`src/rtl/vm3_qbus_slave.sv`:
```
// QBUS slave sequencer for the 1801VM3 board: RAM, halt control, outhex and terminal registers.
// Terminal registers, TX busy timer and the vectored interrupt exist only with VM3_QBUS_SLAVE_TTY_EN.
module vm3_qbus_slave #(
   parameter int unsigned WAIT_CYCLES = 0,
   parameter logic [15:0] RAM_TOP     = 16'o100000,
   parameter logic [15:0] TTY_VECTOR  = 16'o000064,
   parameter int unsigned TX_DELAY    = 500
) (
   input  logic        clk,
   input  logic        rst,
   input  logic        sync,
   input  logic        din,
   input  logic        dout,
   input  logic        wtbt,
   input  logic        iako,
   input  logic [15:0] ad_in,
   output logic [15:0] ad_out,
   output logic        ad_oe,
   output logic        rply,
   output logic        virq,
   output logic [13:0] mem_addr,
   output logic        mem_rd,
   output logic        mem_wr,
   output logic [1:0]  mem_be,
   input  logic [15:0] mem_rdata,
   output logic [7:0]  tx_data,
   output logic        tx_stb,
   output logic        halt_rq,
   output logic        evnt_rq,
   output logic        halt_en,
   output logic [15:0] hex_out
);

`ifdef VM3_QBUS_SLAVE_TTY_EN
   localparam bit TtyEn = 1'b1;
`else
   localparam bit TtyEn = 1'b0;
`endif

   localparam logic [3:0]  WaitInit = 4'(WAIT_CYCLES);
   localparam logic [15:0] TxInit   = 16'(TX_DELAY);
   localparam bit          TxZero   = (TX_DELAY == 0);

   localparam logic [15:0] AdrRcsr = 16'o177560;
   localparam logic [15:0] AdrRbuf = 16'o177562;
   localparam logic [15:0] AdrXcsr = 16'o177564;
   localparam logic [15:0] AdrXbuf = 16'o177566;
   localparam logic [15:0] AdrHalt = 16'o177710;
   localparam logic [15:0] AdrHex  = 16'o177714;
   localparam logic [15:0] AdrSys  = 16'o177716;

   typedef enum logic [2:0] {StIdle, StAddr, StWait, StReply, StVec} state_e;

   state_e      state_q, state_d;
   logic        sync_q, din_q, dout_q;
   logic [15:0] addr_q, addr_d;
   logic        byte_q, byte_d;
   logic        write_q, write_d;
   logic        vec_q, vec_d;
   logic [3:0]  wait_q, wait_d;
   logic        mem_rd_q, mem_rd_d, rd_valid_q;
   logic        mem_wr_q, mem_wr_d;
   logic [15:0] rdata_q, rdata_d;
   logic        go_reply, wr_fire;

   logic        halt_rq_q, evnt_rq_q, halt_en_q;
   logic [15:0] hex_q;
   logic        rx_ie_q, tx_ie_q, tx_rdy_q, vec_taken_q, tx_stb_q;
   logic [7:0]  tx_data_q;
   logic [15:0] busy_q;

   logic [15:0] addr_w, wmask, reg_rdata;
   logic [1:0]  be;
   logic        sel_ram, sel_rcsr, sel_rbuf, sel_xcsr, sel_xbuf, sel_halt, sel_hex, sel_sys, sel;

   assign addr_w   = {addr_q[15:1], 1'b0};
   assign sel_ram  = addr_q < RAM_TOP;
   assign sel_rcsr = TtyEn && (addr_w == AdrRcsr);
   assign sel_rbuf = TtyEn && (addr_w == AdrRbuf);
   assign sel_xcsr = TtyEn && (addr_w == AdrXcsr);
   assign sel_xbuf = TtyEn && (addr_w == AdrXbuf);
   assign sel_halt = addr_w == AdrHalt;
   assign sel_hex  = addr_w == AdrHex;
   assign sel_sys  = addr_w == AdrSys;
   assign sel      = sel_ram | sel_rcsr | sel_rbuf | sel_xcsr | sel_xbuf | sel_halt | sel_hex | sel_sys;

   // Byte cycles touch only the lane picked by address bit 0.
   assign wmask = !byte_q ? 16'hFFFF : (addr_q[0] ? 16'hFF00 : 16'h00FF);
   assign be    = !byte_q ? 2'b11 : (addr_q[0] ? 2'b10 : 2'b01);

   always_comb begin
      reg_rdata = 16'h0000;
      if (sel_rcsr) reg_rdata[6] = rx_ie_q;
      if (sel_xcsr) begin
         reg_rdata[7] = tx_rdy_q;
         reg_rdata[6] = tx_ie_q;
      end
      if (sel_halt) reg_rdata = {halt_en_q, 13'h0000, evnt_rq_q, halt_rq_q};
      if (sel_hex)  reg_rdata = hex_q;
   end

   always_comb begin
      state_d  = state_q;
      addr_d   = addr_q;
      byte_d   = byte_q;
      write_d  = write_q;
      vec_d    = vec_q;
      wait_d   = wait_q;
      mem_rd_d = 1'b0;
      go_reply = 1'b0;
      unique case (state_q)
         StIdle: begin
            if (sync && !sync_q) begin
               state_d = StAddr;
               addr_d  = ad_in;
               byte_d  = wtbt;
               vec_d   = 1'b0;
            end else if (din && !din_q && iako && virq) begin
               state_d = StWait;
               vec_d   = 1'b1;
               write_d = 1'b0;
               wait_d  = WaitInit;
            end
         end
         StAddr: begin
            if (!sync) begin
               state_d = StIdle;
            end else if (sel && din && !din_q) begin
               state_d  = StWait;
               write_d  = 1'b0;
               wait_d   = WaitInit;
               mem_rd_d = sel_ram;
            end else if (sel && dout && !dout_q) begin
               state_d = StWait;
               write_d = 1'b1;
               wait_d  = WaitInit;
            end
         end
         StWait: begin
            if (vec_q ? !din : !sync) begin
               state_d = StIdle;
            end else if (wait_q != 4'd0) begin
               wait_d = wait_q - 4'd1;
            end else if (!mem_rd_q) begin
               // RAM data is only captured one clk after the read strobe.
               state_d  = vec_q ? StVec : StReply;
               go_reply = 1'b1;
            end
         end
         StReply: begin
            if (!sync) state_d = StIdle;
            else if (write_q ? !dout : !din) state_d = StAddr;
         end
         StVec: begin
            if (!din) state_d = StIdle;
         end
         default: state_d = StIdle;
      endcase
   end

   assign wr_fire  = go_reply && write_q;
   assign mem_wr_d = wr_fire && sel_ram;

   always_comb begin
      rdata_d = rdata_q;
      if (rd_valid_q) rdata_d = mem_rdata;
      else if (go_reply && !write_q && !vec_q && !sel_ram) rdata_d = reg_rdata;
   end

   always_ff @(posedge clk or posedge rst) begin
      if (rst) begin
         state_q    <= StIdle;
         sync_q     <= 1'b0;
         din_q      <= 1'b0;
         dout_q     <= 1'b0;
         addr_q     <= 16'h0000;
         byte_q     <= 1'b0;
         write_q    <= 1'b0;
         vec_q      <= 1'b0;
         wait_q     <= 4'd0;
         mem_rd_q   <= 1'b0;
         rd_valid_q <= 1'b0;
         mem_wr_q   <= 1'b0;
         rdata_q    <= 16'h0000;
      end else begin
         state_q    <= state_d;
         sync_q     <= sync;
         din_q      <= din;
         dout_q     <= dout;
         addr_q     <= addr_d;
         byte_q     <= byte_d;
         write_q    <= write_d;
         vec_q      <= vec_d;
         wait_q     <= wait_d;
         mem_rd_q   <= mem_rd_d;
         rd_valid_q <= mem_rd_q;
         mem_wr_q   <= mem_wr_d;
         rdata_q    <= rdata_d;
      end
   end

   always_ff @(posedge clk or posedge rst) begin
      if (rst) begin
         halt_rq_q   <= 1'b0;
         evnt_rq_q   <= 1'b0;
         halt_en_q   <= 1'b0;
         hex_q       <= 16'h0000;
         rx_ie_q     <= 1'b0;
         tx_ie_q     <= 1'b0;
         tx_rdy_q    <= 1'b1;
         vec_taken_q <= 1'b0;
         tx_stb_q    <= 1'b0;
         tx_data_q   <= 8'h00;
         busy_q      <= 16'h0000;
      end else begin
         tx_stb_q <= 1'b0;
         if (wr_fire && sel_halt) begin
            if (wmask[0])  halt_rq_q <= ad_in[0];
            if (wmask[1])  evnt_rq_q <= ad_in[1];
            if (wmask[15]) halt_en_q <= ad_in[15];
         end
         if (wr_fire && sel_hex) hex_q <= (hex_q & ~wmask) | (ad_in & wmask);
         if (busy_q != 16'h0000) begin
            busy_q <= busy_q - 16'd1;
            if (busy_q == 16'd1) tx_rdy_q <= 1'b1;
         end
         if (go_reply && vec_q) vec_taken_q <= 1'b1;
         if (wr_fire && sel_rcsr && wmask[6]) rx_ie_q <= ad_in[6];
         if (wr_fire && sel_xcsr && wmask[6]) begin
            tx_ie_q     <= ad_in[6];
            vec_taken_q <= 1'b0;
         end
         // Placed last so a TX write overrides a busy timer expiring in the same clk.
         if (wr_fire && sel_xbuf && wmask[0]) begin
            tx_data_q   <= ad_in[7:0];
            tx_stb_q    <= 1'b1;
            tx_rdy_q    <= TxZero;
            busy_q      <= TxInit;
            vec_taken_q <= 1'b0;
         end
      end
   end

   assign rply     = (state_q == StReply) || (state_q == StVec);
   assign ad_oe    = ((state_q == StReply) && !write_q) || (state_q == StVec);
   assign ad_out   = (state_q == StVec) ? TTY_VECTOR : (ad_oe ? rdata_q : 16'h0000);
   assign virq     = TtyEn && tx_rdy_q && tx_ie_q && !vec_taken_q;
   assign mem_addr = addr_q[14:1];
   assign mem_rd   = mem_rd_q;
   assign mem_wr   = mem_wr_q;
   assign mem_be   = mem_wr_q ? be : (mem_rd_q ? 2'b11 : 2'b00);
   assign tx_data  = tx_data_q;
   assign tx_stb   = tx_stb_q;
   assign halt_rq  = halt_rq_q;
   assign evnt_rq  = evnt_rq_q;
   assign halt_en  = halt_en_q;
   assign hex_out  = hex_q;

endmodule

```
`config.mk`:
```
export PLATFORM = sky130hd
export DESIGN_NAME = vm3_qbus_slave
export DESIGN_NICKNAME = d
export VERILOG_FILES = /design/src/rtl/vm3_qbus_slave.sv
export SDC_FILE = /design/constraint.sdc
export NUM_CORES = 1
export LEC_CHECK = 0
export CORE_UTILIZATION = 47
export DETAILED_ROUTE_END_ITERATION = 10
export PLACE_DENSITY = 0.81
export SLEW_MARGIN = 0
export SYNTH_ARGS = -nofsm -noshare
export SYNTH_HDL_FRONTEND = slang
export SYNTH_SLANG_ARGS = --single-unit
```
`constraint.sdc`:
```
create_clock -name clk -period 2.5 [get_ports clk]
set_clock_uncertainty 0.1 [all_clocks]
set_input_delay 0.375 -clock clk [delete_from_list [all_inputs] [get_ports clk]]
set_output_delay 0.375 -clock clk [all_outputs]
set_load 0.1 [all_outputs]
```
==> flow_metrics.py <==
metrics = {
    "outcome": {
        "status": "complete, no violations",
    },
    "floorplan": {
        "rows": 30,
        "dieArea_um2": 7364,
        "die_h_um": 85.82,
        "start_util": 0.4860,
        "dieWidth_um": 85.82,
        "core_area_um2": 6794,
        "pin_count": 104,
    },
    "timing": {
        "final-hold-violation-count": 0,
        "period_needed_ps": 2367,
        "min_period_over_period": 0.9469,
        "slew_headroom": 0.5456,
        "final_max_slew_viol_count": 0,
        "worst_slew_pin_slew_ps": 681.7,
        "rsz0062_at_grt": "false",
        "worst_slack_ps": 132.6,
        "max_freq_ghz": 0.4224,
        "setup_viol": 0,
    },
    "worst_setup_path": {
        "worstPathArrival_ps": 1890,
        "end_kind": "primary output",
        "start_kind": "flip-flop",
        "slowest_delay_ps": 450,
        "crit_path_max_fanout": 15,
        "critical_path_required_ps": 2030,
        "path_class": "flip-flop to primary output",
        "path_buf_inv": 2,
        "critical_path.slowest_cell": "nand2_1",
        "critPathTopFamily": "simple AND/OR/NAND/NOR gates",
        "cp_cell_sequence": "nand2_1 -> inv_1 -> and3_2 -> buf_12",
    },
    "clocking": {
        "postCtsResizedCells": 0,
        "cts_buffers": 9,
        "hold_buffers": 0,
        "numClockSinks": 65,
        "cts_buffer_depth": 2,
        "h-tree-depth": 3,
        "clk_latency_ps": 340,
        "clockRootBuffer": "clkbuf_8",
        "clk_pin_slew_ps": 60,
        "cts_tree": "done",
        "cts_setup_buffers": 0,
    },
    "synth": {
        "synthTopCellsByCount": "65 x dfrtp_1, 28 x a31oi_1, 26 x mux2_2",
        "ys.flop_type": "dfrtp_1",
        "yosysMostFrequentCell": "dfrtp_1",
        "synth_edf_count": 0,
        "synthTopCellsByArea": "dfrtp_1 49%, mux2_2 8.9%, buf_4 5.7%, a31oi_1 5.3%, o21ai_0 3.0%",
        "netlist_instances": 311,
        "netlist.area_leader.share": 0.4926,
        "yosysTopAreaCell": "dfrtp_1",
        "synth.distinct_cells": 46,
        "yosysWarningCount": 0,
        "mappedNetlistArea_um2": 3302,
        "synth.avg_cell_area_um2": 10.62,
        "synth.ff_latch_count": 65,
        "async_flop_share": 1.000,
        "yosysSeqAreaShare": 0.4926,
    },
    "hold_path": {
        "hold_class": "input pin to async pin",
    },
    "power_and_ir_drop": {
        "powerDensity_nw_per_um2": 884.0,
        "ir_drop_mv": 0.7047,
        "power_leakage_nw": 2.044,
        "p_total_mw": 3.995,
    },
    "global_route": {
        "grt_pass1_wl_mm": 13.59,
        "grt-ovfl-total": 0,
        "grt_pass1_vias": 2770,
        "grt_max_degree": 49,
        "track_usage": 0.2428,
        "antenna_found_initial": 0,
    },
    "place": {
        "place_hpwl_mm": 6.097,
        "placement.io_buffers": 92,
        "gp_congestion": 0.8455,
        "place_ws_ps": 160.8,
    },
    "detailed_routing": {
        "via_per_inst": 5.476,
        "wirelength_mm": 8.286,
        "num_vias": 2716,
        "drt-initial-drc-count": 207,
        "drt-wirelength-per-cell_um": 16.71,
        "postRouteAntennaNets": 0,
        "firstDrtPassIters": 5,
        "drc": 0,
    },
    "run": {
        "drv_cap": 0,
    },
    "final_layout": {
        "layout.nets": 436,
        "fillers": 515,
        "drive_gt1_frac": 0.3025,
        "diodes": 0,
        "area_delta_synth_final_pct": 36.87,
        "multiInputGateArea_um2": 1416,
        "seq_area_um2": 1627,
    },
}
==> metrics by stage <==
| step | std cells | cell area (um2) | setup TNS [ps] | util | hold slack, ps |
|---|---|---|---|---|---|
| after detailed placement | 481 | 4357 | 0 | 0.6413 | 417.8 |
| after CTS | 496 | 4519 | 0 | 0.6652 | 251.9 |
| after global placement | 481 | 4357 | 0 | 0.6413 | 403.1 |
| final | 496 | 4519 | 0 | 0.6652 | 256.0 |
| after floorplan | 320 | 3369 | -9800 | - | 306.4 |
| after global routing | 496 | 4519 | 0 | 0.6652 | 276.6 |
==> cell families (layout without fill, tap and decap cells) <==
group / after synthesis / after routing / synth area share
AO/OA/AOI/OAI: 72 / 72 / 0.1394
XOR/XNOR: 1 / 1 / 0.002653
adder cells (fa/ha/maj): 1 / 1 / 0.003789
buffers and inverters: 61 / 141 / 0.09890
flip-flops: 65 / 65 / 0.4926
multiplexers: 36 / 36 / 0.1220
other: 1 / 10 / 0.001136
AND/OR/NAND/NOR: 74 / 74 / 0.1394
==> layer usage <==
layer | share of wire | global-route usage | routed length [um] | vias to the layer above
li1 | - | - | - | 1251
met1 | 0.39 | 0.3022 | 3269 | 1318
met2 | 0.51 | 0.3978 | 4203 | 125
met3 | 0.074 | 0.08085 | 615 | 22
met4 | 0.024 | 0.08485 | 197 | 0
met5 | 0 | 0 | 0 | -
==> final cells by class <==
| type | count | share of cell area |
|---|---|---|
| tap | 96 | 0.02658 |
| multi-input combinational | 194 | 0.3134 |
| clock buffer | 12 | 0.03212 |
| clock inverter | 3 | 0.003876 |
| sequential | 65 | 0.3599 |
| inverter | 22 | 0.01827 |
| timing repair buffer | 104 | 0.2458 |
==> cells in the final DEF, fill, tap and decap left out, types with 3 or more instances in the layout <==
| cell | instances |
|---|---|
| buf_12 | 19 |
| o211ai_1 | 3 |
| clkdlybuf4s50_1 | 37 |
| nand2_1 | 22 |
| nor3_1 | 15 |
| o21ai_0 | 20 |
| a31oi_1 | 26 |
| a21oi_1 | 4 |
| conb_1 | 10 |
| buf_4 | 48 |
| nand2b_1 | 4 |
| mux2_1 | 8 |
| dfrtp_1 | 65 |
| nor2_1 | 3 |
| nor2b_1 | 7 |
| clkbuf_8 | 10 |
| inv_1 | 21 |
| a22oi_1 | 7 |
| and3_2 | 3 |
| mux2_2 | 26 |
==> where the power goes <==
group / leakage (nW) / internal (mW) / switching, mW
Clock: 0.0822 / 0.378 / 0.381
Combinational: 1.14 / 0.519 / 1.18
Sequential: 0.825 / 1.30 / 0.230
Total: 2.04 / 2.20 / 1.80
==> path summary, 6_finish.rpt <==
path                            startpoint    endpoint  slack [ps]  cells past startpoint
max in group asynchronous              rst  state_q[0]        1450                      3
worst min register to register   addr_q[5]   addr_q[5]         440                      1
min in group clk                       din       din_q         440                      1
worst max register to register   addr_q[5]     halt_rq         210                      4
worst max-delay path            state_q[1]   ad_out[1]         130                      4
worst min-delay path                   rst   addr_q[4]         260                      2
No activity file was read; power rests on OpenSTA's default activity.
